==> src/rtl/imem_responder64_pkg.sv <==
// Shared types and helpers for the 64-bit instruction-memory responder.
package imem_responder64_pkg;

    localparam int unsigned IMEM_DW_BYTES = 8;

    typedef struct packed {
        logic        valid;
        logic        err;
        logic [63:0] rdata;
    } imem_resp_t;

    // 33-bit offset so a fetch below the base borrows instead of wrapping into range.
    function automatic logic imem_in_range(input logic [31:0] addr,
                                           input logic [31:0] base,
                                           input logic [31:0] size);
        logic [32:0] offs;
        offs = {1'b0, addr} - {1'b0, base};
        return !offs[32] && (offs < {1'b0, size});
    endfunction

endpackage

==> src/rtl/imem_resp_pipe.sv <==
// Delay line of imem_resp_t entries with synchronous clear; Depth 0 is a wire.
module imem_resp_pipe
    import imem_responder64_pkg::*;
#(
    parameter int unsigned Depth = 0
) (
    input  logic       clk_i,
    input  logic       clr_i,
    input  imem_resp_t in_i,
    output imem_resp_t out_o
);

    if (Depth == 0) begin : g_bypass
        logic unused_clk_clr;
        assign unused_clk_clr = clk_i ^ clr_i;
        assign out_o = in_i;
    end else begin : g_regs
        imem_resp_t stage_q [Depth];

        always_ff @(posedge clk_i) begin
            if (clr_i) begin
                for (int unsigned i = 0; i < Depth; i++) begin
                    stage_q[i] <= '0;
                end
            end else begin
                stage_q[0] <= in_i;
                for (int unsigned i = 1; i < Depth; i++) begin
                    stage_q[i] <= stage_q[i-1];
                end
            end
        end

        assign out_o = stage_q[Depth-1];
    end

endmodule

==> src/rtl/imem_responder64.sv <==
// Instruction-fetch target: decodes a window, reads a shared 64-bit SRAM, answers in order.
// Optional parity checking on SRAM data is enabled with IMEM_RESP_PARITY_EN.
module imem_responder64
    import imem_responder64_pkg::*;
#(
    parameter logic [31:0] BaseAddr       = 32'h0000_0000,
    parameter logic [31:0] SizeBytes      = 32'h0001_0000,
    parameter int unsigned RespLatency    = 1,
    parameter int unsigned MaxOutstanding = 3
) (
    input  logic        clk_i,
    input  logic        rst_i,
    input  logic        instr_req_i,
    output logic        instr_gnt_o,
    input  logic [31:0] instr_addr_i,
    output logic        instr_rvalid_o,
    output logic [63:0] instr_rdata_o,
    output logic        instr_err_o,
    output logic        mem_req_o,
    input  logic        mem_gnt_i,
    output logic [28:0] mem_addr_o,
    input  logic [63:0] mem_rdata_i,
`ifdef IMEM_RESP_PARITY_EN
    input  logic [7:0]  mem_par_i,
    output logic        par_err_o,
`endif
    output logic        busy_o
);

    localparam int unsigned CntW    = $clog2(MaxOutstanding + 1);
    localparam int unsigned DwShift = $clog2(IMEM_DW_BYTES);
    localparam logic [CntW-1:0] MaxCnt = CntW'(MaxOutstanding);

    logic [CntW-1:0] count_q, count_d;
    logic            in_range, slot_free;
    logic            s0_valid_q, s0_oor_q;
    logic [63:0]     rdata_q;
    logic            err_q;
    imem_resp_t      s1_resp, out_resp;

    assign in_range  = imem_in_range(instr_addr_i, BaseAddr, SizeBytes);
    assign slot_free = count_q < MaxCnt;

    assign instr_gnt_o = ~rst_i & instr_req_i & slot_free & (~in_range | mem_gnt_i);
    assign mem_req_o   = ~rst_i & instr_req_i & in_range & slot_free;
    assign mem_addr_o  = instr_addr_i[31:DwShift] - BaseAddr[31:DwShift];

    always_comb begin
        count_d = count_q;
        if (instr_gnt_o && !instr_rvalid_o) begin
            count_d = count_q + 1'b1;
        end else if (!instr_gnt_o && instr_rvalid_o) begin
            count_d = count_q - 1'b1;
        end
    end

    always_ff @(posedge clk_i) begin
        if (rst_i) begin
            count_q    <= '0;
            s0_valid_q <= 1'b0;
            s0_oor_q   <= 1'b0;
        end else begin
            count_q    <= count_d;
            s0_valid_q <= instr_gnt_o;
            s0_oor_q   <= ~in_range;
        end
    end

`ifdef IMEM_RESP_PARITY_EN
    logic par_bad;
    always_comb begin
        par_bad = 1'b0;
        for (int unsigned i = 0; i < 8; i++) begin
            par_bad = par_bad | (^{mem_rdata_i[8*i +: 8], mem_par_i[i]});
        end
    end
    assign par_err_o = ~rst_i & s0_valid_q & ~s0_oor_q & par_bad;
`endif

    // Stage 1: SRAM data lands the cycle after the grant; out-of-range slots carry zero.
    always_comb begin
        s1_resp.valid = s0_valid_q;
        s1_resp.err   = s0_oor_q;
        s1_resp.rdata = s0_oor_q ? 64'h0 : mem_rdata_i;
`ifdef IMEM_RESP_PARITY_EN
        if (s0_valid_q && !s0_oor_q && par_bad) begin
            s1_resp.err = 1'b1;
        end
`endif
    end

    imem_resp_pipe #(
        .Depth (RespLatency - 1)
    ) u_pipe (
        .clk_i (clk_i),
        .clr_i (rst_i),
        .in_i  (s1_resp),
        .out_o (out_resp)
    );

    always_ff @(posedge clk_i) begin
        if (rst_i) begin
            rdata_q <= '0;
            err_q   <= 1'b0;
        end else if (instr_rvalid_o) begin
            rdata_q <= out_resp.rdata;
            err_q   <= out_resp.err;
        end
    end

    assign instr_rvalid_o = out_resp.valid & ~rst_i;
    assign instr_rdata_o  = instr_rvalid_o ? out_resp.rdata : (rst_i ? 64'h0 : rdata_q);
    assign instr_err_o    = instr_rvalid_o ? out_resp.err : (~rst_i & err_q);
    assign busy_o         = ~rst_i & (count_q != '0);

endmodule
==> config.mk <==
export PLATFORM = sky130hd
export DESIGN_NAME = imem_responder64
export DESIGN_NICKNAME = d
export VERILOG_FILES = /design/src/rtl/imem_responder64_pkg.sv /design/src/rtl/imem_resp_pipe.sv /design/src/rtl/imem_responder64.sv
export SDC_FILE = /design/constraint.sdc
export NUM_CORES = 1
export LEC_CHECK = 0
export CORE_MARGIN = 8
export CORE_UTILIZATION = 55
export DETAILED_ROUTE_END_ITERATION = 10
export DONT_BUFFER_PORTS = 1
export GPL_TIMING_DRIVEN = 0
export PLACE_DENSITY = 0.8
export SETUP_SLACK_MARGIN = 0.3
export SYNTH_ARGS = -nofsm -noshare
export SYNTH_HDL_FRONTEND = slang
export SYNTH_SLANG_ARGS = --single-unit
==> constraint.sdc <==
create_clock -name clk_i -period 4.69 [get_ports clk_i]
set_input_delay 0.938 -clock clk_i [delete_from_list [all_inputs] [get_ports clk_i]]
set_output_delay 0.938 -clock clk_i [all_outputs]
set_load 0.05 [all_outputs]
==> results.cfg, run 1 <==
[status]
status = completed

[sta]
tightest_slew_ps = 1180
period_minus_slack_ps = 3290
max_freq_mhz = 304
final-setup-viol-count = 0
finalCritPeriodShare_pct = 70.2
hold_slack_ps = 492
finalClockSkew_ps = 7.18
maxSlewHeadroom_pct = 21.1
grt_setup_unrepaired = false
maxSlewViolCount = 0
hold_viol = 0
setup_tns_ps = 0

[critical_path]
end_kind = output pin
startpoint_type = input pin
arrival_ps = 2360
cp.required_ps = 3750
cp_cell_sequence = buf_2 > buf_2 > buf_2 > nor2_1
crit_path_frequent_cell = buf_2
crit_path_max_fanout = 10
r2r-start = count_q[0]
crit_start = rst_i
cp_slowest_stage_delay_ps = 800
path_class = in2out
cp_slowest_cell = nor2_1

[route]
vias_per_cell = 5.32
drt_pre_antenna_iters = 4
top_layer = met4
wl_met1_mm = 3.37
dr_wl_met2_mm = 4.41
vias = 2667
wl_met3_mm = 1.01
drtIter0Drc = 88
ant_nets = 0
drc = 0
avgRoutedWirePerCell_microns = 18.1
wirelength_mm = 9.05

[synthesis]
syn-num-nets = 511
ys_types = 22
ys_seq_area_share_pct = 40.4
syn_area_sq_um = 3420
synth-seq-cells = 69
ys_warn_count = 0
synthCells = 410
syn_area_per_cell_sq_um = 8.34

[pwr]
leakage_nw = 1.57
vdd_ir_drop_max_uv = 221
power_density_nw_per_um2 = 374

[finish]
fill_cells = 534
nNetsFinal = 522
layout-drive-gt1-share_pct = 29.3
regArea_sq_um = 1380
area_growth_pct = 8.78
antenna_cells = 0
multi_input_area_sq_um = 1580

[run]
drv_cap = 0

[grt]
antenna_found_initial = 0
grt_pass1_vias = 2734
grt_max_degree = 12
grt.total_usage_pct = 19.1
overflow = 0
grt_first_pass_wirelength_mm = 13.4

[floorplan]
ios = 198
core_area_sq_um = 5960
floorplan.initialDensity_pct = 57.4
die_h_microns = 94.9
dieArea_sq_um = 9000
fp.dieW_microns = 94.9
core.rowCount = 28

[placement]
port_buffers = 0
gp_congestion = 0.764
hpwl_mm = 7.14

[clock_network]
root_buffer = clkbuf_8
post_cts_buffers = 0
cts.clk_slew.worst_paths_ps = 70
post_cts_resized = 0
cts_hold_buffers = 0
tritoncts = done
cts_made_buffers = 9
cts_max_level = 3
cts_sinks = 69
clkLatencyLatePin_ps = 330
cts_buffer_depth = 2

[hold_path]
hp-class = reg2reg
min_from = err_q
## logic make-up after synthesis
| logic type | share of synthesized area [%] |
|---|---|
| flops | 40.4 |
| simple gates | 28.5 |
| fa+ha+maj | 0.366 |
| xor+xnor | 0.512 |
| buf+inv | 13.4 |
| compound gates | 16.5 |
| mux | 0.293 |
## metrics by stage
stage	instances	instance area, sq um	util [%]	setup WS, ps	total power, mW
after floorplan	410	3420	-	1600	0.867
after global placement	485	3510	59.0	1410	0.892
after detailed placement	485	3510	59.0	1390	0.897
after CTS	501	3720	62.5	1390	1.40
after global routing	501	3720	62.5	1360	1.44
final	501	3720	62.5	1400	1.39
## cell type report
class	instances	area share, %
well taps	75	2.52
multi-input cells	281	42.5
inverters	2	0.202
flip-flops and latches	69	37.1
clock buffers	11	3.53
plain buffers	58	12.1
clock inverters	5	2.02
## metal layers
metal,track usage (%),up-vias
met3,7.38,24
met2,32.7,145
li1,-,1299
met1,19.8,1199
met4,10.3,0
met5,0,-
## cells in the mapped netlist
library cell  count  share of area, %
nor4_1            4              0.73
nor2b_2           1              0.26
nand3b_1          1              0.22
o21ai_0           1              0.15
nand2_1           1              0.11
ha_1              1              0.37
dfxtp_1          69                40
clkbuf_1          8              0.88
mux2i_1           1              0.29
buf_4            29               6.4
nor2_1          134                15
buf_2            14               2.0
nor2b_1          65                12
inv_1             2              0.22
or3_1             1              0.18
nand2b_1          1              0.18
a21oi_1           7               1.0
and4_1            1              0.26
buf_6             1              0.33
buf_12            6               3.5
a21oi_2          60                15
xor2_1            2              0.51
## worst max-delay path, delay by kind of cell
kind          cells  cell delay, ps
simple gates      1             800
buf+inv           3             600
## power breakdown
group / internal, mW / switching, mW
Clock: 0.297 / 0.214
Sequential: 0.606 / 0.00667
Combinational: 0.0670 / 0.201
Total: 0.971 / 0.422
## path summary, 6_finish.rpt
path / to / slack, ps / depth (start not counted)
hold / removal: err_q / 490 / 2
hold reg to reg: err_q / 490 / 2
setup / recovery: instr_rdata_o[3] / 1400 / 4
setup reg to reg: count_q[1] / 2240 / 6
## flip-flops by register name (all words and copies together), names as in the netlist
name,count
s0_valid_q,1
count_q,2
s0_oor_q,1
rdata_q,64
err_q,1
## placed cells by master, fill, tap and decap left out, drive strengths merged, types with 2 or more instances in the layout
master and n:
bufinv 2, clkbuf 19, nor2 134, nor2b 66
buf 50, inv 2, nor4 4, clkinv 3
xor2 2, dfxtp 69, a21oi 67
Note: power is estimated with default switching activity, not from simulation.
==> run 2, diff against run 1 <==
Settings changed: PLACE_DENSITY 0.8 to 0.83.
Clock period 4.69 ns to 3 ns, I/O delays scaled along.
==> results.cfg, run 2 (synthesis gave the netlist of run 1 again) <==
[status]
status = completed

[critical_path]
crit_start = rst_i
cp_slowest_stage_delay_ps = 920
rr_worst_depth = 6
crit_path_max_fanout = 10
cp_slowest_cell = a21oi_1
path_class = in2reg
crit_path_frequent_cell = a21oi_1
reg2reg_to = count_q[1]
rrSetupSlack_ps = 530
startpoint_type = input pin
end_kind = flip-flop
cp_cell_sequence = buf_2 > nand3b_1 > a21oi_1 > ha_1 > or3_1 > a21oi_1
cp.required_ps = 3260
arrival_ps = 2840
r2r-start = count_q[0]
critPathCapture = count_q[1]

[pwr]
p_sw_uw = 665
pwr-share-clk_pct = 37.0
vdd_ir_drop_max_uv = 367
power_density_nw_per_um2 = 577
p_comb_share_pct = 19.6
intPower_mw = 1.54
sw_frac_of_total_pct = 30.1
seqPwrFrac_pct = 43.4
leakage_nw = 1.56

[clock_network]
post_cts_buffers = 0
cts_buffer_depth = 2
cts.clk_slew.worst_paths_ps = 70
cts_max_level = 3
cts_made_buffers = 9
root_buffer = clkbuf_8
cts_sinks = 69
tritoncts = done
clkLatencyLatePin_ps = 330

[route]
vias_per_cell = 5.38
vias = 2690
avgRoutedWirePerCell_microns = 17.5
drtIter0Drc = 116
ant_nets = 0
wirelength_mm = 8.75
drc = 0
drt_pre_antenna_iters = 5

[sta]
finalCritPeriodShare_pct = 86.0
setup_tns_ps = 0
finalClockSkew_ps = 4.40
final-setup-viol-count = 0
grt_setup_unrepaired = false
max_freq_mhz = 387
maxSlewViolCount = 0
period_minus_slack_ps = 2580
timing.final.ws_setup_ps = 419
hold_viol = 0
maxSlewHeadroom_pct = 21.4
hold_slack_ps = 403
tightest_slew_ps = 1180

[finish]
area_growth_pct = 11.9
final_cell_mix = nor2_1 (95), dfxtp_1 (69), nor2b_1 (65)
top_register = rdata_q
largest_reg_flops = 64
multi_input_area_sq_um = 1680
regArea_sq_um = 1380
final_common_cell = nor2_1
reg_top3 = rdata_q (64), count_q (2)
layout-drive-gt1-share_pct = 38.6
fin_util_pct = 64.2
antenna_cells = 0
nNetsFinal = 522
fill_cells = 522

[floorplan]
core.rowCount = 28
fp.dieW_microns = 94.9
die_h_microns = 94.9
floorplan.initialDensity_pct = 57.4
core_area_sq_um = 5960
ios = 198
dieArea_sq_um = 9000

[grt]
grt_first_pass_wirelength_mm = 13.3
overflow = 0
grt_max_degree = 12
grt.total_usage_pct = 18.7
grt_pass1_vias = 2789
antenna_found_initial = 0

[run]
drv_cap = 0

[placement]
gp_congestion = 0.793
hpwl_mm = 6.76
preCtsSetupSlack_ps = 86.4
port_buffers = 0

[hold_path]
hp-class = in2reg
run 2: cell types whose count changed in the layout (fill, tap and decap cells not counted):
cell / change
clkbuf_1: -1
clkbuf_8: +1
clkinv_2: -2
clkinvlp_4: +1
nor2_1: -39
nor2_2: +39
run 2: worst min-delay path by stage:
| stage | from | to | slack (ps) | cells after the start |
|---|---|---|---|---|
| final | mem_rdata_i[15] | rdata_q[15] | 400 | 2 |
| after global routing | mem_rdata_i[15] | rdata_q[15] | 390 | 2 |
| after CTS | mem_rdata_i[25] | rdata_q[25] | 390 | 2 |
| after detailed placement | err_q | err_q | 490 | 2 |
| after global placement | err_q | err_q | 480 | 2 |
| after floorplan | err_q | err_q | 460 | 2 |
run 2: power groups by stage:
stage / Clock (mW) / Sequential [mW] / Combinational [mW]
3_3_place_gp: 0 / 0.977 / 0.417
4_1_cts: 0.828 / 0.958 / 0.424
5_1_grt: 0.870 / 0.961 / 0.460
3_5_place_dp: 0 / 0.979 / 0.422
6_report: 0.815 / 0.958 / 0.432
2_1_floorplan: 0 / 0.976 / 0.379
run 2: stage by stage:
stage               instances  power [mW]  cell area (sq um)
floorplan                 410        1.35               3420
global placement          485        1.39               3510
detailed placement        485        1.40               3510
CTS                       500        2.21               3730
global route              500        2.29               3820
finish                    500        2.21               3820
run 2: cell type report:
| type | count | share of cell area, % |
|---|---|---|
| clock inverters | 4 | 1.90 |
| plain buffers | 58 | 11.7 |
| flip-flops and latches | 69 | 36.1 |
| well taps | 75 | 2.45 |
| multi-input cells | 281 | 43.9 |
| clock buffers | 11 | 3.70 |
| inverters | 2 | 0.196 |
run 2: routing by layer:
layer | track usage, % | wire length (microns) | vias up | part of all wire, %
li1 | - | - | 1304 | -
met5 | 0 | 0 | - | 0
met1 | 20.0 | 3250 | 1234 | 37
met4 | 9.62 | 210 | 0 | 2.4
met2 | 31.1 | 4260 | 132 | 49
met3 | 8.02 | 1030 | 20 | 12
run 2: worst max-delay path: cells and delay by family:
family,cells,cell delay [ps]
buffers and inverters,1,170
AOI/OAI and AO/OA,2,1080
adders and majority gates,1,420
and+or+nand+nor,2,570
run 2: what timing repair did:
item	4_1_cts	5_1_grt
resized for setup	0	39
hold buffers	0	0
setup endpoints to repair	0	39
==> run 3, diff against run 2 <==
Settings changed: CTS_BUF_LIST set to sky130_fd_sc_hd__clkbuf_16.
==> results.cfg, run 3 (synthesis gave the netlist of run 1 again) <==
[route]
avgRoutedWirePerCell_microns = 17.4
drc = 0
top_layer = met4
wl_met3_mm = 1.05
wl_met1_mm = 3.24
ant_nets = 0
vias = 2681
dr_wl_met2_mm = 4.19
drt_pre_antenna_iters = 4
drtIter0Drc = 93
vias_per_cell = 5.36
wirelength_mm = 8.69

[hold_path]
hp-class = in2reg
whs_path_depth = 2
min_to = rdata_q[45]
min_from = mem_rdata_i[45]

[placement]
hpwl_mm = 6.76
gp_congestion = 0.793
port_buffers = 0
place_inst = 485

[pwr]
leakage_nw = 1.62
power_density_nw_per_um2 = 642
vdd_ir_drop_max_uv = 401

[critical_path]
end_kind = output pin
rr_worst_depth = 6
crit_path_max_fanout = 10
cp_cell_sequence = nor2b_2 > buf_6 > buf_12 > a21oi_2 > nor2_1
startpoint_type = flip-flop
rrSetupSlack_ps = 560
cp.required_ps = 2400
cp_num_buf_inv = 2
reg2reg_to = count_q[1]
crit_family = simple AND/OR/NAND/NOR gates
r2r-start = count_q[0]
cp_slowest_cell = nor2_1
path_class = reg2out
arrival_ps = 1990
cp_slowest_stage_delay_ps = 700

[clock_network]
cts_max_level = 3
tritoncts = done
cts_buffer_depth = 2
cts_made_buffers = 9
clkLatencyLatePin_ps = 320
root_buffer = clkbuf_16
cts.clk_slew.worst_paths_ps = 50
cts_sinks = 69
post_cts_buffers = 0

[grt]
grt.total_usage_pct = 18.9
antenna_found_initial = 0
overflow = 0
grt_max_degree = 12
grt_first_pass_wirelength_mm = 13.5
grt_pass1_vias = 2804

[finish]
layout-drive-gt1-share_pct = 29.6
fin_util_pct = 64.2
largest_reg_flops = 64
final_cell_mix = nor2_1 (132), dfxtp_1 (69), nor2b_1 (65)
nNetsFinal = 522
reg_top3 = rdata_q (64), count_q (2)
regArea_sq_um = 1380
top_register = rdata_q
final_common_cell = nor2_1
antenna_cells = 0
fill_cells = 527
multi_input_area_sq_um = 1590
area_growth_pct = 11.8
final_cells = 500

[floorplan]
fp.dieW_microns = 94.9
floorplan.initialDensity_pct = 57.4
core.rowCount = 28
dieArea_sq_um = 9000
ios = 198
core_area_sq_um = 5960
die_h_microns = 94.9

[sta]
maxSlewHeadroom_pct = 23.0
hold_viol = 0
final-setup-viol-count = 0
maxSlewViolCount = 0
finalCritPeriodShare_pct = 86.3
max_freq_mhz = 386
grt_setup_unrepaired = false
finalClockSkew_ps = 4.68
setup_tns_ps = 0
period_minus_slack_ps = 2590
tightest_slew_ps = 1150

[status]
status = completed

[run]
drv_cap = 0
## run 3: cell types whose count changed in the layout (fill, tap and decap cells not counted)
cell / delta
clkinv_1: +1
inv_1: +1
clkbuf_8: -10
clkbuf_1: -1
nor2_2: -37
clkbuf_16: +9
nor2_1: +37
## run 3: how the worst max path moves through the flow
stage,from,end,depth (start not counted),slack (ps)
5_1_grt,s0_valid_q,instr_rdata_o[31],5,300
4_1_cts,s0_valid_q,instr_rdata_o[4],5,350
2_1_floorplan,rst_i,count_q[1],6,310
3_5_place_dp,rst_i,count_q[1],6,90
6_report,s0_valid_q,instr_rdata_o[58],5,410
3_3_place_gp,rst_i,count_q[1],6,150
## run 3: repair_timing
action / 4_1_cts / 5_1_grt
setup endpoints to repair: 0 / 2
hold buffers: 0 / 0
gates resized for setup: 0 / 2
## run 3: power by group
part           total, mW  internal (mW)  switching [mW]
Clock               1.07          0.714           0.360
Combinational      0.420          0.105           0.315
Sequential         0.960          0.950          0.0103
## run 3: final cells by class
type | count | area share, %
sequential | 69 | 36.1
buffer | 58 | 11.7
clock inverter | 6 | 2.09
tap | 75 | 2.45
clock buffer | 9 | 5.89
inverter | 2 | 0.196
multi-input combinational | 281 | 41.5
## run 3: per-stage QoR
stage,area [sq um],setup WS (ps),hold slack (ps),power (mW)
2_1_floorplan,3420,314,456,1.35
3_3_place_gp,3510,153,476,1.39
3_5_place_dp,3510,86.4,490,1.40
4_1_cts,3820,352,410,2.47
5_1_grt,3820,302,412,2.55
6_report,3820,412,417,2.45
## run 3: layer usage
layer,up-vias,GRT usage (%)
li1,1306,-
met5,-,0
met2,138,31.6
met4,0,7.80
met3,20,9.21
met1,1217,19.9
==> RTL change 1 (config.mk and constraints of run 2) <==
Set the parameter `MaxOutstanding` to 2 (it was 3).
--- a/src/rtl/imem_responder64.sv
+++ b/src/rtl/imem_responder64.sv
@@ -7,5 +7,5 @@
     parameter logic [31:0] SizeBytes      = 32'h0001_0000,
     parameter int unsigned RespLatency    = 1,
-    parameter int unsigned MaxOutstanding = 3
+    parameter int unsigned MaxOutstanding = 2
 ) (
     input  logic        clk_i,
Check against the original RTL: no difference found for any inputs over 10 cycles, from zero or initial values and one cycle with rst_i high; that may be too few to reach the edited logic, so the function may still have changed.
==> RTL change 1 against run 2 <==
Cell area down 3.5%; routed wire length down 1.9%; combinational power up 7.6%; highest routed layer unchanged; sequential cell count unchanged; critical path type is now flip-flop to output pin; setup slack worse by 22 ps; die area about the same; total power down 4.6%; area after synthesis down 0.11%.
==> RTL change 1: results (changes against run 2) <==
----------------------------------------------------
[Detailed routing]
  Via count ... 2603 (-3.2%)
  Number of detailed-routing iterations run before antenna repair ... 4 (-1)
  Routed wirelength normalized by instance count ... 17.2 microns (-1.9%)
  DRT iter0 DRCs ... 77 (-34%)

[Worst setup path]
  Critical path origin ... s0_valid_q$_SDFF_PP0_

[Power]
  Net Switching ... 0.673 mW (+1.2%)
  Clock Power Share ... 0.322 (-0.048)
  VDD IR-drop max ... 314 uV (-15%)
  Share of total power in combinational logic ... 0.221 (+0.025)
  Internal Dissipation ... 1.43 mW (-7.1%)

[Place]
  Global placement routability congestion ... 0.793 (about the same)
  Detailed Place HPWL ... 6.68 mm (-1.2%)
  Post-Place Worst Slack ... 115 ps (+28.9 ps)

[Layout]
  Ratio of cells with drive above 1 in the final layout ... 0.294 (-0.0918)

[Global routing]
  Via count of the first global-routing pass ... 2697 (-3.3%)
  M3 GR Usage ... 0.0714 (-0.00873)
  Global router's overall resource usage ... 0.182 (-0.00495)
  Wire length of the first global-routing pass ... 13.1 mm (-1.8%)
  Global Route met2 Usage ... 0.302 (-0.00811)
  Met1 global-route usage ... 0.208 (+0.00847)

[Worst hold path]
  Start point of the worst hold path ... mem_rdata_i[18]

[Yosys]
  Top post-synthesis cells by area ... sky130_fd_sc_hd__dfxtp_1, sky130_fd_sc_hd__a21oi_2, sky130_fd_sc_hd__nor2_1
  Synth Area in Compound Gates ... 0.166 (+0.000182)
  Top cells by instance count after synthesis ... sky130_fd_sc_hd__nor2_1, sky130_fd_sc_hd__dfxtp_1, sky130_fd_sc_hd__nor2b_1
  Average instance area after synthesis ... 8.33 sq um (-0.11%)
  Unique cell type count in the Yosys netlist ... 21 (-4.5%)
  Mux cell area share after synthesis ... 0.00293 (+0.00000322)
  Parity-gate share of the synthesized area counting xor and xnor cells ... 0.00513 (+0.00000563)
  Sequential share of the synthesized area ... 0.404 (+0.000444)

[STA]
  Normalized max-slew margin ... 0.232 (+0.0176)
  Clock skew after layout ... 8.82 ps (+4.42 ps)

[Clock tree]
  Root Driver ... sky130_fd_sc_hd__clkbuf_8
  Clock tree buffer depth ... 2 (unchanged)

[Outcome]
  Outcome ... completed

----------------------------------------------------
[RTL change 1: changes by cell type in the layout (fill, tap and decap cells not counted), moves of 2 or more]
| cell | delta |
|---|---|
| sky130_fd_sc_hd__bufinv_16 | -2 |
| sky130_fd_sc_hd__clkbuf_8 | +2 |
| sky130_fd_sc_hd__nor2_1 | +39 |
| sky130_fd_sc_hd__nor2_2 | -38 |
[RTL change 1: routing by layer]
metal,up-vias,part of all wire
li1,1298,-
met1,1158,0.41
met2,128,0.47
met3,19,0.11
met4,0,0.018
met5,-,0
[RTL change 1: kinds of logic (layout without fill, tap and decap cells)]
family / Yosys count / in the layout
multiplexers: 1 / 1
AO/OA/AOI/OAI: 68 / 68
adder cells (fa/ha/maj): 1 / 1
flip-flops: 69 / 69
AND/OR/NAND/NOR: 209 / 209
XOR/XNOR: 2 / 2
buffers and inverters: 60 / 75
[RTL change 1: final cells by class]
cell class,count,area [sq um]
fillers,543,2270
inverters,2,7.51
clock buffers,14,173
flip-flops and latches,69,1380
clock inverters,1,5.00
well taps,75,93.8
plain buffers,58,449
multi-input cells,281,1580
[RTL change 1: worst paths after layout]
| check | endpoint | slack (ps) | cells after the start |
|---|---|---|---|
| worst min register to register | err_q$_SDFFE_PP0P_ | 500 | 2 |
| worst max-delay path | instr_rdata_o[52] | 400 | 5 |
| worst max register to register | count_q[1]$_SDFFE_PP0P_ | 610 | 6 |
| worst min-delay path | rdata_q[18]$_SDFFE_PP0P_ | 410 | 2 |
[RTL change 1: worst max-delay path, stage by stage, from the launching register on]
cell and delay, ps:
sky130_fd_sc_hd__dfxtp_1 360, sky130_fd_sc_hd__nor2b_2 160, sky130_fd_sc_hd__buf_6 210, sky130_fd_sc_hd__buf_12 170, sky130_fd_sc_hd__a21oi_2 70, sky130_fd_sc_hd__nor2_1 710
==> RTL change 2 (flow settings as in run 2) <==
Without the edit above. Register the output `instr_err_o`, cleared by the reset; this adds one clock of latency there. The other outputs are not delayed to match.
--- a/src/rtl/imem_responder64.sv
+++ b/src/rtl/imem_responder64.sv
@@ -111,5 +111,11 @@
     assign instr_rvalid_o = out_resp.valid & ~rst_i;
     assign instr_rdata_o  = instr_rvalid_o ? out_resp.rdata : (rst_i ? 64'h0 : rdata_q);
-    assign instr_err_o    = instr_rvalid_o ? out_resp.err : (~rst_i & err_q);
+    always_ff @(posedge clk_i) begin
+        if (rst_i) begin
+            instr_err_o <= '0;
+        end else begin
+            instr_err_o <= instr_rvalid_o ? out_resp.err : (~rst_i & err_q);
+        end
+    end
     assign busy_o         = ~rst_i & (count_q != '0);
 
Behaviour: not the same (Yosys sat finds a counterexample within 4 cycles, from zero or initial values and one cycle with rst_i high).
==> RTL change 2 against run 2 <==
Cell area is 0.92% higher; setup slack worse by 22 ps; sequential cell count increased by 1; first-iteration DRC count down 10%; highest routed layer unchanged; routed wire length increased by 1.2%; total power up 1.7%; sequential power rose by 2%; largest power group unchanged; area after synthesis rose by 0.59%; critical endpoint is now mem_req_o.
==> RTL change 2: results (changes against run 2) <==
----------------------------------------------------
[Yosys]
  Top cells by instance count after synthesis ... sky130_fd_sc_hd__nor2_1, sky130_fd_sc_hd__dfxtp_1, sky130_fd_sc_hd__nor2b_1
  Sequential share of the synthesized area ... 0.407 (+0.00347)
  Warnings, synthesis ... 0 (unchanged)
  Top post-synthesis cells by area ... sky130_fd_sc_hd__dfxtp_1, sky130_fd_sc_hd__a21oi_2, sky130_fd_sc_hd__nor2_1
  Net count of the mapped netlist ... 512 (+0.20%)
  Post-synthesis cell count ... 411 (+0.24%)
  Mux cell area share after synthesis ... 0.00291 (-0.0000170)
  Arithmetic-cell share of the synthesized area counting full adders, half adders and majority gates ... 0.00364 (-0.0000213)
  Share of flip-flops with an asynchronous set or reset after synthesis ... 0 (unchanged)
  Synth Area in Compound Gates ... 0.164 (-0.000963)
  Parity-gate share of the synthesized area counting xor and xnor cells ... 0.00509 (-0.0000298)

[Worst setup path]
  Critical Path Fanout Max ... 4 (-6)
  Worst endpoint data arrival time ... 2000 ps (-840 ps)

[Global routing]
  Wire length of the first global-routing pass ... 12.9 mm (-2.9%)
  Pin count of the biggest net entering global routing ... 13 (+1)
  Via count of the first global-routing pass ... 2682 (-3.8%)
  Global router's overall resource usage ... 0.185 (-0.00238)
  Initial antenna violation count ... 0 (unchanged)
  Met1 global-route usage ... 0.192 (-0.00766)
  Global Route met2 Usage ... 0.316 (+0.00534)
  M3 GR Usage ... 0.0858 (+0.00567)

[Layout]
  Ratio of cells with drive above 1 in the final layout ... 0.389 (+0.00288)
  Number of standard cells in the final layout excluding fillers ... 504 (+0.80%)
  Net total in the final layout ... 523 (+0.19%)
  Fill cell instance count of the final layout ... 554 (+6.1%)

[Place]
  Post-Place Worst Slack ... 136 ps (+49.7 ps)
  Placed cell areas ... 0.00354 sq mm (+0.64%)
  Global placement routability congestion ... 0.783 (-1.4%)
  Cells after DPL ... 488 (+0.62%)
  Detailed Place HPWL ... 6.88 mm (+1.8%)

[Detailed routing]
  Via count ... 2675 (-0.56%)
  Routed met1 length ... 3.34 mm (+2.8%)
  WL final ... 8.85 mm (+1.2%)
  Number of detailed-routing iterations run before antenna repair ... 4 (-1)
  Detail Route met3 WL ... 919 microns (-11%)
  DRT iter0 DRCs ... 104 (-10%)
  Routed length on met2 ... 4.42 mm (+3.9%)
  Topmost layer with routed signal wires ... met4

[Power]
  Leakage dissipation ... 1.58 nW (+1.0%)
  VDD IR-drop max ... 354 uV (-3.7%)

[Outcome]
  Outcome ... completed

[STA]
  Worst-Margin Slew ... 1150 ps (-26.6 ps)
  Clock skew after layout ... 9.17 ps (+4.78 ps)

[Clock tree]
  CTS H-tree depth ... 3 (unchanged)

----------------------------------------------------
-- RTL change 2: kinds of logic (layout without fill, tap and decap cells) --
| logic type | Yosys count | in the layout |
|---|---|---|
| xor+xnor | 2 | 2 |
| mux | 1 | 1 |
| flops | 70 | 70 |
| fa+ha+maj | 1 | 1 |
| compound gates | 68 | 68 |
| buf+inv | 60 | 76 |
| simple gates | 209 | 209 |
-- RTL change 2: what timing repair did --
action                                 CTS  global route
setup endpoints to repair                0            40
hold buffers                             0             0
gates resized for setup                  0            40
buffers inserted                         0             0
endpoints found under the hold margin    0             0
-- RTL change 2: final timing paths --
check                                        startpoint                  endpoint  slack [ps]  depth (start not counted)
worst max-delay path                   instr_addr_i[31]                 mem_req_o         400                          3
worst min-delay path                    mem_rdata_i[54]  rdata_q[54]$_SDFFE_PP0P_         400                          2
worst max register to register  count_q[0]$_SDFFE_PP0P_   count_q[1]$_SDFFE_PP0P_         590                          6
worst min register to register       err_q$_SDFFE_PP0P_    instr_err_o$_SDFF_PP0_         510                          2
-- RTL change 2: layout make-up --
type	count	area (sq um)	area share
Buffer	58	449	0.116
Tap cell	77	96.3	0.0250
Sequential cell	70	1400	0.363
Clock inverter	5	82.6	0.0214
Clock buffer	11	141	0.0366
Inverter	2	7.51	0.00194
Multi-Input combinational cell	281	1680	0.436
-- RTL change 2: critical path: stages --
cell	delay (ps)
sky130_fd_sc_hd__nor4_1	310
sky130_fd_sc_hd__and4_1	300
sky130_fd_sc_hd__nor2b_1	780
-- RTL change 2: where the power goes --
| group | internal, mW | switching (mW) | leakage, nW |
|---|---|---|---|
| Clock | 0.493 | 0.346 | 0.113 |
| Combinational | 0.108 | 0.322 | 0.894 |
| Sequential | 0.962 | 0.0132 | 0.569 |
